<file path="src/rtl/instruction_loader_pkg.sv">
// ---------------------------------------------------------------------------
// instruction_loader_pkg
// Shared types for the instruction loader: the machine word / half-word types
// used on the instruction RAM write port, and the loader state enumeration.
// ---------------------------------------------------------------------------
package instruction_loader_pkg;

   localparam int WORD_W      = 32;
   localparam int HALF_WORD_W = 16;

   typedef logic [WORD_W-1:0]      word_t;
   typedef logic [HALF_WORD_W-1:0] half_word_t;

   typedef enum logic [2:0] {
      IDLE    = 3'd0,
      LEN_LO  = 3'd1,
      LEN_HI  = 3'd2,
      DATA_LO = 3'd3,
      DATA_HI = 3'd4,
      WRITE   = 3'd5,
      DONE    = 3'd6,
      ERROR   = 3'd7
   } loader_state_t;

endpackage : instruction_loader_pkg

</file>
<file path="src/rtl/instruction_loader.sv">
// ---------------------------------------------------------------------------
// instruction_loader
// Receives a program image as a byte stream and writes it into instruction RAM
// while holding the CPU. Stream format: 16-bit little-endian half-word count N,
// then N half-words, each sent low byte first.
//
// Ports
//   clk_i          : clock, all state on the rising edge
//   reset_i        : asynchronous active-high reset, returns to IDLE
//   start_i        : pulse, starts a load session from IDLE, DONE or ERROR
//   byte_valid_i   : upstream byte available
//   byte_i         : upstream byte
//   byte_ready_o   : byte taken on an edge where byte_valid_i is also high
//   ram_write_en_o : one-cycle write strobe to the instruction RAM
//   ram_addr_o     : byte address of the half-word being written
//   ram_data_o     : half-word being written
//   cpu_hold_o     : keeps the CPU in reset / off the fetch port while high
//   load_done_o    : load completed successfully
//   load_error_o   : header count was larger than RAM_HALF_WORDS
// ---------------------------------------------------------------------------
module instruction_loader
   import instruction_loader_pkg::*;
#(
   parameter int    RAM_HALF_WORDS = 1024,
   parameter word_t BASE_ADDR      = '0
) (
   input  logic       clk_i,
   input  logic       reset_i,
   input  logic       start_i,
   input  logic       byte_valid_i,
   input  logic [7:0] byte_i,
   output logic       byte_ready_o,
   output logic       ram_write_en_o,
   output word_t      ram_addr_o,
   output half_word_t ram_data_o,
   output logic       cpu_hold_o,
   output logic       load_done_o,
   output logic       load_error_o
);

   localparam word_t RAM_HW = word_t'(RAM_HALF_WORDS);

   loader_state_t r_state, w_state_next;
   word_t         r_addr;
   half_word_t    r_data;
   logic [15:0]   r_count;
   logic [7:0]    r_len_lo;

   logic          w_take;
   logic [15:0]   w_len;

   // Full count is only known in LEN_HI, where the high byte is on byte_i.
   assign w_len  = {byte_i, r_len_lo};
   assign w_take = byte_ready_o & byte_valid_i;

   always_ff @(posedge clk_i or posedge reset_i) begin
      if (reset_i) begin
         r_state <= IDLE;
      end else begin
         r_state <= w_state_next;
      end
   end

   always_comb begin
      w_state_next   = r_state;
      byte_ready_o   = 1'b0;
      ram_write_en_o = 1'b0;
      cpu_hold_o     = 1'b1;
      load_done_o    = 1'b0;
      load_error_o   = 1'b0;
      case (r_state)
         IDLE: begin
            if (start_i) w_state_next = LEN_LO;
         end
         LEN_LO: begin
            byte_ready_o = 1'b1;
            if (byte_valid_i) w_state_next = LEN_HI;
         end
         LEN_HI: begin
            byte_ready_o = 1'b1;
            if (byte_valid_i) begin
               if (w_len == 16'd0)                    w_state_next = DONE;
               else if ({16'd0, w_len} > RAM_HW)      w_state_next = ERROR;
               else                                   w_state_next = DATA_LO;
            end
         end
         DATA_LO: begin
            byte_ready_o = 1'b1;
            if (byte_valid_i) w_state_next = DATA_HI;
         end
         DATA_HI: begin
            byte_ready_o = 1'b1;
            if (byte_valid_i) w_state_next = WRITE;
         end
         WRITE: begin
            ram_write_en_o = 1'b1;
            w_state_next   = (r_count == 16'd1) ? DONE : DATA_LO;
         end
         DONE: begin
            cpu_hold_o  = 1'b0;
            load_done_o = 1'b1;
            if (start_i) w_state_next = LEN_LO;
         end
         ERROR: begin
            load_error_o = 1'b1;
            if (start_i) w_state_next = LEN_LO;
         end
         default: w_state_next = IDLE;
      endcase
   end

   always_ff @(posedge clk_i or posedge reset_i) begin
      if (reset_i) begin
         r_addr   <= BASE_ADDR;
         r_data   <= '0;
         r_count  <= '0;
         r_len_lo <= '0;
      end else begin
         case (r_state)
            LEN_LO: if (w_take) r_len_lo <= byte_i;
            LEN_HI: begin
               if (w_take) begin
                  r_count <= w_len;
                  r_addr  <= BASE_ADDR;
               end
            end
            DATA_LO: if (w_take) r_data[7:0]  <= byte_i;
            DATA_HI: if (w_take) r_data[15:8] <= byte_i;
            WRITE: begin
               r_count <= r_count - 16'd1;
               // The address is not advanced past the final half-word, so it
               // never points beyond the last RAM location.
               if (r_count != 16'd1) r_addr <= r_addr + word_t'(2);
            end
            default: ;
         endcase
      end
   end

   assign ram_addr_o = r_addr;
   assign ram_data_o = r_data;

endmodule : instruction_loader

</file>
<file path="config.mk">
export PLATFORM = sky130hd
export DESIGN_NAME = instruction_loader
export DESIGN_NICKNAME = d
export VERILOG_FILES = /design/src/rtl/instruction_loader_pkg.sv /design/src/rtl/instruction_loader.sv
export SDC_FILE = /design/constraint.sdc
export NUM_CORES = 1
export LEC_CHECK = 0
export CAP_MARGIN = 20
export CORE_MARGIN = 3
export CORE_UTILIZATION = 53
export DETAILED_ROUTE_END_ITERATION = 12
export PLACE_DENSITY = 0.85
export RECOVER_POWER = 25
export SLEW_MARGIN = 5
export SYNTH_ARGS = -nofsm -noshare
export SYNTH_HDL_FRONTEND = slang
export SYNTH_SLANG_ARGS = --single-unit
</file>
<file path="constraint.sdc">
create_clock -name clk_i -period 3.24 [get_ports clk_i]
set_clock_uncertainty 0.05 [all_clocks]
set_input_delay 0.648 -clock clk_i [delete_from_list [all_inputs] [get_ports clk_i]]
set_output_delay 0.648 -clock clk_i [all_outputs]
set_load 0.05 [all_outputs]
</file>
After elaboration in Yosys (flattened, before gate mapping):

Cells that the tools add are included.

* flip-flop bits (word level): 75
* input port bits: 12
* output and inout bits: 53
* logic and storage cells: 56

* add/subtract/negate cells: 2
* $lt $le $gt $ge: 1
* equal/unequal tests: 16
* muxes and demuxes: 19
* bitwise gates (word level): 1
* reductions and logical operators: 11

Operators by type and width (number)
* two-way mux 32 bit: 2
* one-hot mux 32 bit (2 select lines): 1
* adder 32 x 2 -> 32 bit, second input constant: 1
* one-hot mux 16 bit (2 select lines): 1
* two-way mux 3 bit: 8
* one-hot mux 3 bit (6 select lines): 1
* == test 16 x 1 -> 1 bit, second input constant: 1
* > comparator 16 x 11 -> 1 bit, second input constant: 1
* logical NOT 16 bit: 1
* two-way mux 16 bit: 1
* inequality test 16 x 1 -> 1 bit, second input constant: 1
* subtractor 16 x 1 -> 16 bit, second input constant: 1
* == test 3 bit, second input constant: 4
* inequality test 2 bit, second input constant: 6
* AND reduction 2 bit: 4
* == test 3 x 2 -> 1 bit, second input constant: 2
* two-way mux 1 bit: 5
* AND reduction 5 bit: 1
* OR reduction 4 bit: 1
* == test 3 x 1 -> 1 bit, second input constant: 1
* logical NOT 3 bit: 1
* AND reduction 3 bit: 1
* OR reduction 3 bit: 1
* inequality test 2 x 1 -> 1 bit, second input constant: 1
* other kinds (2): 2

Logic depth before layout (Yosys ltp):

Gate-level depths: netlist of the first run.

* word-level depth: 6
* mapped depth: 8
* mapped depth without buffers: 7

Worst setup path before layout of the first run:

No wires, ideal clock.

* path kind: register to output
* start: register r_state[1]
* end: output ram_write_en_o
* arrival: 1.574 ns
* data required time: 2.542 ns
* setup slack: 0.968 ns
* cell stages (with the launch flop): 5
* buffers on the path: 2
* path through: dfrtp_1 -> nand3b_1 -> clkbuf_1 -> inv_2 -> clkbuf_1

* longest elaborated chain between the ends: 2

RTL lines
* start, declared: line instruction_loader.sv:43 `loader_state_t r_state, w_state_next;`
* start signal, assigned: line instruction_loader.sv:60 `r_state <= w_state_next;`
* == test 3 bit: line instruction_loader.sv:71 `case (r_state)`
* two-way mux 1 bit: line instruction_loader.sv:71
* end, declared: line instruction_loader.sv:33 `output logic ram_write_en_o,`

No other way between the ends.

Worst setup path in the final report of the first run:

* start: register r_state[2]
* end: output load_done_o

* longest elaborated chain between the ends: 2

RTL lines
* == test 3 bit: line instruction_loader.sv:71
* two-way mux 1 bit: line instruction_loader.sv:71
* end, declared: line instruction_loader.sv:37 `output logic load_done_o,`

No other way between the ends.

==> results.cfg, run 1 <==
[run_status]
status = finished with violations
violations = max-capacitance violations, max-slew violations

[timing]
setup_viol = 0
max_freq_mhz = 341.4
worst_slew_pin_slew_ps = 1511
max-slew-margin-rel_pct = -0.8705
setup_ws_ps = 310.5
hold_viol = 0
fin_crit_ps = 2930
slew_violations = 39
finalCritPeriodShare_pct = 90.42
rsz0062_at_grt = false
setup-tns-final_ps = 0

[finish]
antenna_cells = 0
n_fill_cell = 543
nets = 446
areaGrowthSynthToFinish_pct = 24.02
post_route_cells_drive_above_1_share_pct = 14.22

[logic_synthesis]
synth_cells = 370
yosysUniqueCellTypes = 52
postSynthAreaPerCell_sq_um = 10.17
synth-compound-area-share_pct = 10.28
synth_most_common_cell = dfrtp_1
synthTopCellsByArea = dfrtp_1, mux2_2, nor2_1
synth_commonest_cells = dfrtp_1, nor2_1, nand2_1, mux2_2, nand3_1
syn_nets = 385
synth_top_area_share_pct = 49.23
synth_top_area_cell = dfrtp_1
synth-edff-count = 0
ys_warn_count = 0
synth_xor_xnor_area_share_pct = 3.959
ys_seq_elements = 74
syn_area_sq_um = 3761
synth.mux.area_fraction_pct = 8.017
async_flop_share_pct = 100.0
synth_top_family_by_area = simple AND/OR/NAND/NOR gates
synthSimpleGateAreaFrac_pct = 24.55
ys.flop_type = dfrtp_1
seq_area_frac_synth_pct = 49.23
synthAdderAreaFrac_pct = 0.9980

[worst_setup_path]
startpoint_type = register
cp_slowest_cell = clkdlybuf4s50_1
r2r_setup_slack_ps = 600
crit_type = reg -> out
path_cells = nand2_1 -> or2_2 -> inv_1 -> clkdlybuf4s50_1
crit_arrival_ps = 2230
worstPathMaxFanout = 15
end_kind = output port
cp.required_ps = 2540
cpPeakStageDelay_ps = 790

[drt]
avgViaCountPerCell = 6.019
totalWireLength_um = 8872
drcViolationCount = 0
drtAntennaViolNets = 0
routedWlPerCell_um = 16.68
drt-initial-drc-count = 202
first_pass_iters = 5
vias = 3202

[clocking]
cts_max_path_buffers = 2
hold_buffers = 0
cts_setup_buffers = 0
cts_root_buf = clkbuf_8
cts_buffers = 9
cts_htree_levels = 3
numClockSinks = 74
cts_tree = yes
cts-resized-gates = 0
clk_latency_ps = 350
clk_pin_slew_ps = 80

[pwr]
p_per_area_nw_per_um2 = 1064
peakVddDrop_mv = 0.7845
p_leak_nw = 1.839

[floorplanning]
die_x_um = 90.24
initial_core_util_pct = 55.05
die_area_sq_um = 8143
die_height_um = 90.24
rows = 30
coreArea_sq_um = 6832
io_pins = 65

[global_route]
grt-ovfl-total = 0
antenna_found_initial = 0
grt_pass1_wl_um = 15090
grtUsageTotal_pct = 22.84
grt_pass1_vias = 3113
grt_max_degree = 40

[hold_path]
hold_path_class = reg -> reg

[placement]
place_congestion = 0.8421
hpwlAfterDp_um = 6302
dp_slack_ps = 578.8
port_buffers = 63

[flow_run]
drv_cap = 1
-- state kept, by name (all words and copies together), names as in the netlist --
register,cells
r_len_lo,8
ram_data_o,16
r_count,16
r_state,3
ram_addr_o,31
-- cells by family after synthesis --
| group | after synthesis |
|---|---|
| simple gates | 163 |
| flops | 74 |
| compound gates | 60 |
| mux | 27 |
| buf+inv | 25 |
| xor+xnor | 17 |
| fa+ha+maj | 3 |
| other cells | 1 |
-- cell type report --
class / instances / area (sq um) / share of cell area [%]
Multi-Input combinational cell: 271 / 1817 / 38.95
Timing Repair Buffer: 66 / 663.1 / 14.22
Clock inverter: 5 / 37.54 / 0.8047
Inverter: 9 / 33.78 / 0.7242
Sequential cell: 74 / 1852 / 39.70
Clock buffer: 11 / 141.4 / 3.031
Tap cell: 96 / 120.1 / 2.575
-- critical path: cells and delay by family, from the launching register on --
kind / cells / cell delay, ps
and+or+nand+nor: 2 / 400
buffers and inverters: 2 / 850
DFF: 1 / 640
-- cell usage in the layout (no fill, tap or decap), types with 3 or more instances in the layout --
master,netlist,final
xnor2_1,12,12
nand4_1,10,10
or3_1,8,8
nor3_1,7,7
mux2_2,25,25
clkdlybuf4s50_1,0,60
o21ai_0,15,15
o211ai_1,7,7
nor2_1,38,38
a21oi_1,15,15
o22ai_1,3,3
nand2_1,30,30
nor4_1,11,11
buf_4,1,3
nand2b_1,3,3
dfrtp_1,74,74
clkbuf_8,0,10
nand3_1,23,23
nor3b_1,4,4
or4_1,4,4
ha_1,3,3
inv_1,8,8
and4_1,3,3
xor2_1,5,5
and3_1,3,3
a211oi_1,4,4
o311ai_0,6,6
or2_2,3,3
-- layer usage --
layer  up-vias  GRT usage, %  wire [um]
li1       1492             -          -
met1      1582         29.30       3790
met2       106         38.27       4436
met3        22         3.598        445
met4         0         10.08        199
met5         -             0          0
-- power breakdown --
| group | internal [mW] | switching (mW) | total [mW] |
|---|---|---|---|
| Sequential | 1.34 | 0.500 | 1.84 |
| Clock | 0.302 | 0.353 | 0.655 |
| Combinational | 0.920 | 1.55 | 2.47 |
-- per-stage QoR --
step	instance area [sq um]	util (%)	std cells	hold slack, ps	power, mW
after floorplan	3761	-	370	418.1	3.482
after global placement	4486	65.66	516	437.8	4.241
after detailed placement	4486	65.66	516	448.3	4.318
after CTS	4664	68.28	532	459.9	4.975
after global routing	4664	68.28	532	484.5	5.235
final	4664	68.28	532	462.4	4.964
-- path summary, 6_finish.rpt --
| kind | start | to | depth (start not counted) |
|---|---|---|---|
| worst max-delay path | r_state[2]$_DFFE_PP0P_ | load_done_o | 4 |
| worst min-delay path | ram_data_o[3]$_DFFE_PP0P_ | ram_data_o[3]$_DFFE_PP0P_ | 1 |
| worst max register to register | r_state[2]$_DFFE_PP0P_ | ram_addr_o[25]$_DFFE_PP0P_ | 5 |
| worst min register to register | ram_data_o[3]$_DFFE_PP0P_ | ram_data_o[3]$_DFFE_PP0P_ | 1 |
| max in group asynchronous | reset_i | ram_addr_o[23]$_DFFE_PP0P_ | 2 |
| min in group asynchronous | reset_i | r_count[0]$_DFFE_PP0P_ | 2 |
Power figures use the tool's default switching activity.
==> run 2: changes to the inputs <==
--- a/config.mk
+++ b/config.mk
@@ -6,6 +6,7 @@
 export NUM_CORES = 1
 export LEC_CHECK = 0
 export CAP_MARGIN = 20
+export CORE_ASPECT_RATIO = 1.1
 export CORE_MARGIN = 3
 export CORE_UTILIZATION = 53
 export DETAILED_ROUTE_END_ITERATION = 12
==> run 2 against run 1 <==
Against the previous run: the flow now finishes without violations; total power rose by 0.75%; worst setup slack improved by 22 ps; register-to-register slack improved by 300 ps; global-route usage grew 0.35 points; routed wire length down 0.71%; core utilization increased by 0.52 points; final area down 0.46%; combinational power barely moved; clock power increased by 4.4%; via count is 0.97% higher; non-clock buffer count grew 1; maximum frequency grew 0.76%.
==> results.cfg, run 2 (same netlist as run 1, synthesis figures left out) <==
[timing]
hold_viol = 0
setup_ws_ps = 332.6
setup_viol = 0
finalCritPeriodShare_pct = 89.74
worst_slew_pin_slew_ps = 1078
fin_crit_ps = 2907
max_freq_mhz = 343.9
setup-tns-final_ps = 0
max-slew-margin-rel_pct = 28.14
slew_violations = 0
rsz0062_at_grt = false

[pwr]
peakVddDrop_mv = 0.8049
p_leak_nw = 1.850
power.total_mw = 5.001
p_per_area_nw_per_um2 = 1077

[clocking]
cts_setup_buffers = 0
cts_tree = yes
cts_root_buf = clkbuf_8
cts_htree_levels = 3
clk_latency_ps = 350
cts_max_path_buffers = 2
hold_buffers = 0
cts-resized-gates = 0
cts_buffers = 9
clk_pin_slew_ps = 70
numClockSinks = 74

[worst_setup_path]
crit_arrival_ps = 2210
crit_type = reg -> out
end_kind = output port
cpPeakStageDelay_ps = 790
startpoint_type = register
cp_slowest_cell = clkdlybuf4s50_1
cp.required_ps = 2540
path_cells = nand2_1 -> or2_2 -> inv_1 -> clkdlybuf4s50_1
worstPathMaxFanout = 15

[finish]
antenna_cells = 0
fin_util_pct = 68.80
final_cell_area_sq_um = 4643
final_cell_mix = dfrtp_1, clkdlybuf4s50_1, nor2_1
areaGrowthSynthToFinish_pct = 23.45
final_common_cell = dfrtp_1
largest_register_ffs = 31
post_route_cells_drive_above_1_share_pct = 14.45
nets = 447
n_fill_cell = 504

[floorplanning]
die_area_sq_um = 8144
initial_core_util_pct = 55.73
die_height_um = 94.35
rows = 31
io_pins = 65
coreArea_sq_um = 6749
die_x_um = 86.32

[drt]
totalWireLength_um = 8809
wl_met3_um = 508
wl_met1_um = 3606
avgViaCountPerCell = 6.241
routedWlPerCell_um = 17.01
drtAntennaViolNets = 0
wl_met2_um = 4529
drcViolationCount = 0
first_pass_iters = 4
vias = 3233
drt-initial-drc-count = 213
maxUsedRoutingLayer = met4

[placement]
placed_area_sq_um = 4476
port_buffers = 63
place_congestion = 0.8439
hpwlAfterDp_um = 6291
dp_slack_ps = 631.6

[global_route]
grt_pass1_wl_um = 15110
grt_max_degree = 46
grt-ovfl-total = 0
grtUsageTotal_pct = 23.19
grt_pass1_vias = 3154
antenna_found_initial = 0

[flow_run]
drv_cap = 0

[hold_path]
hold_path_class = reg -> reg

[run_status]
status = finished clean
## run 2: changes by cell type in the layout (fill, tap and decap cells not counted), sizes merged
| cell | previous run | this run |
|---|---|---|
| clkbuf | 11 | 10 |
| clkinv | 2 | 5 |
| clkdlybuf4s50 | 60 | 61 |
| bufinv | 0 | 1 |
| inv | 10 | 9 |
| dlygate4sd3 | 2 | 1 |
| clkinvlp | 2 | 0 |
## run 2: final cells by class
type	instances	area [sq um]	area share (%)
flip-flops and latches	74	1852	39.88
multi-input cells	271	1817	39.13
inverters	9	33.78	0.7276
repair buffers	67	655.6	14.12
clock buffers	9	123.9	2.668
clock inverters	6	58.81	1.267
well taps	82	102.6	2.210
## run 2: critical path: cells and delay by family (launching register included)
family / cells / cell delay (ps)
flops: 1 / 630
simple gates: 2 / 390
buf+inv: 2 / 850
## run 2: metal layers
layer	track usage (%)	vias to the layer above
met4	8.052	0
met1	28.94	1611
met3	6.545	18
met5	0	-
li1	-	1490
met2	38.58	114
## run 2: report_power, final
group | internal [mW] | leakage, nW | switching (mW) | total (mW)
logic | 0.922 | 0.824 | 1.56 | 2.48
clock network | 0.347 | 0.0986 | 0.337 | 0.684
registers | 1.34 | 0.928 | 0.503 | 1.84
total | 2.61 | 1.85 | 2.39 | 5.00
## run 2: final timing paths
check                                     startpoint                         end  slack [ps]  cells after the start
min reg2reg                ram_data_o[4]$_DFFE_PP0P_   ram_data_o[4]$_DFFE_PP0P_         460                      1
min                        ram_data_o[4]$_DFFE_PP0P_   ram_data_o[4]$_DFFE_PP0P_         460                      1
max in group asynchronous                    reset_i     r_len_lo[1]$_DFFE_PP0P_         550                      3
min in group asynchronous                    reset_i  ram_addr_o[13]$_DFFE_PP0P_         950                      2
max                           r_state[2]$_DFFE_PP0P_                 load_done_o         330                      4
max reg2reg                   r_state[2]$_DFFE_PP0P_  ram_addr_o[25]$_DFFE_PP0P_         900                      6
## run 2: per-stage QoR
| step | cells | hold slack [ps] |
|---|---|---|
| floorplan | 370 | 418.1 |
| global placement | 503 | 440.0 |
| detailed placement | 503 | 443.9 |
| CTS | 518 | 462.0 |
| global route | 518 | 476.8 |
| finish | 518 | 459.8 |
==> run 3: changes to the inputs <==
--- a/config.mk
+++ b/config.mk
@@ -12,7 +12,6 @@
 export DETAILED_ROUTE_END_ITERATION = 12
 export PLACE_DENSITY = 0.85
 export RECOVER_POWER = 25
-export SLEW_MARGIN = 5
 export SYNTH_ARGS = -nofsm -noshare
 export SYNTH_HDL_FRONTEND = slang
 export SYNTH_SLANG_ARGS = --single-unit
==> results of run 3 <==
No change in the layout: final DEF, timing and power equal those of run 2.
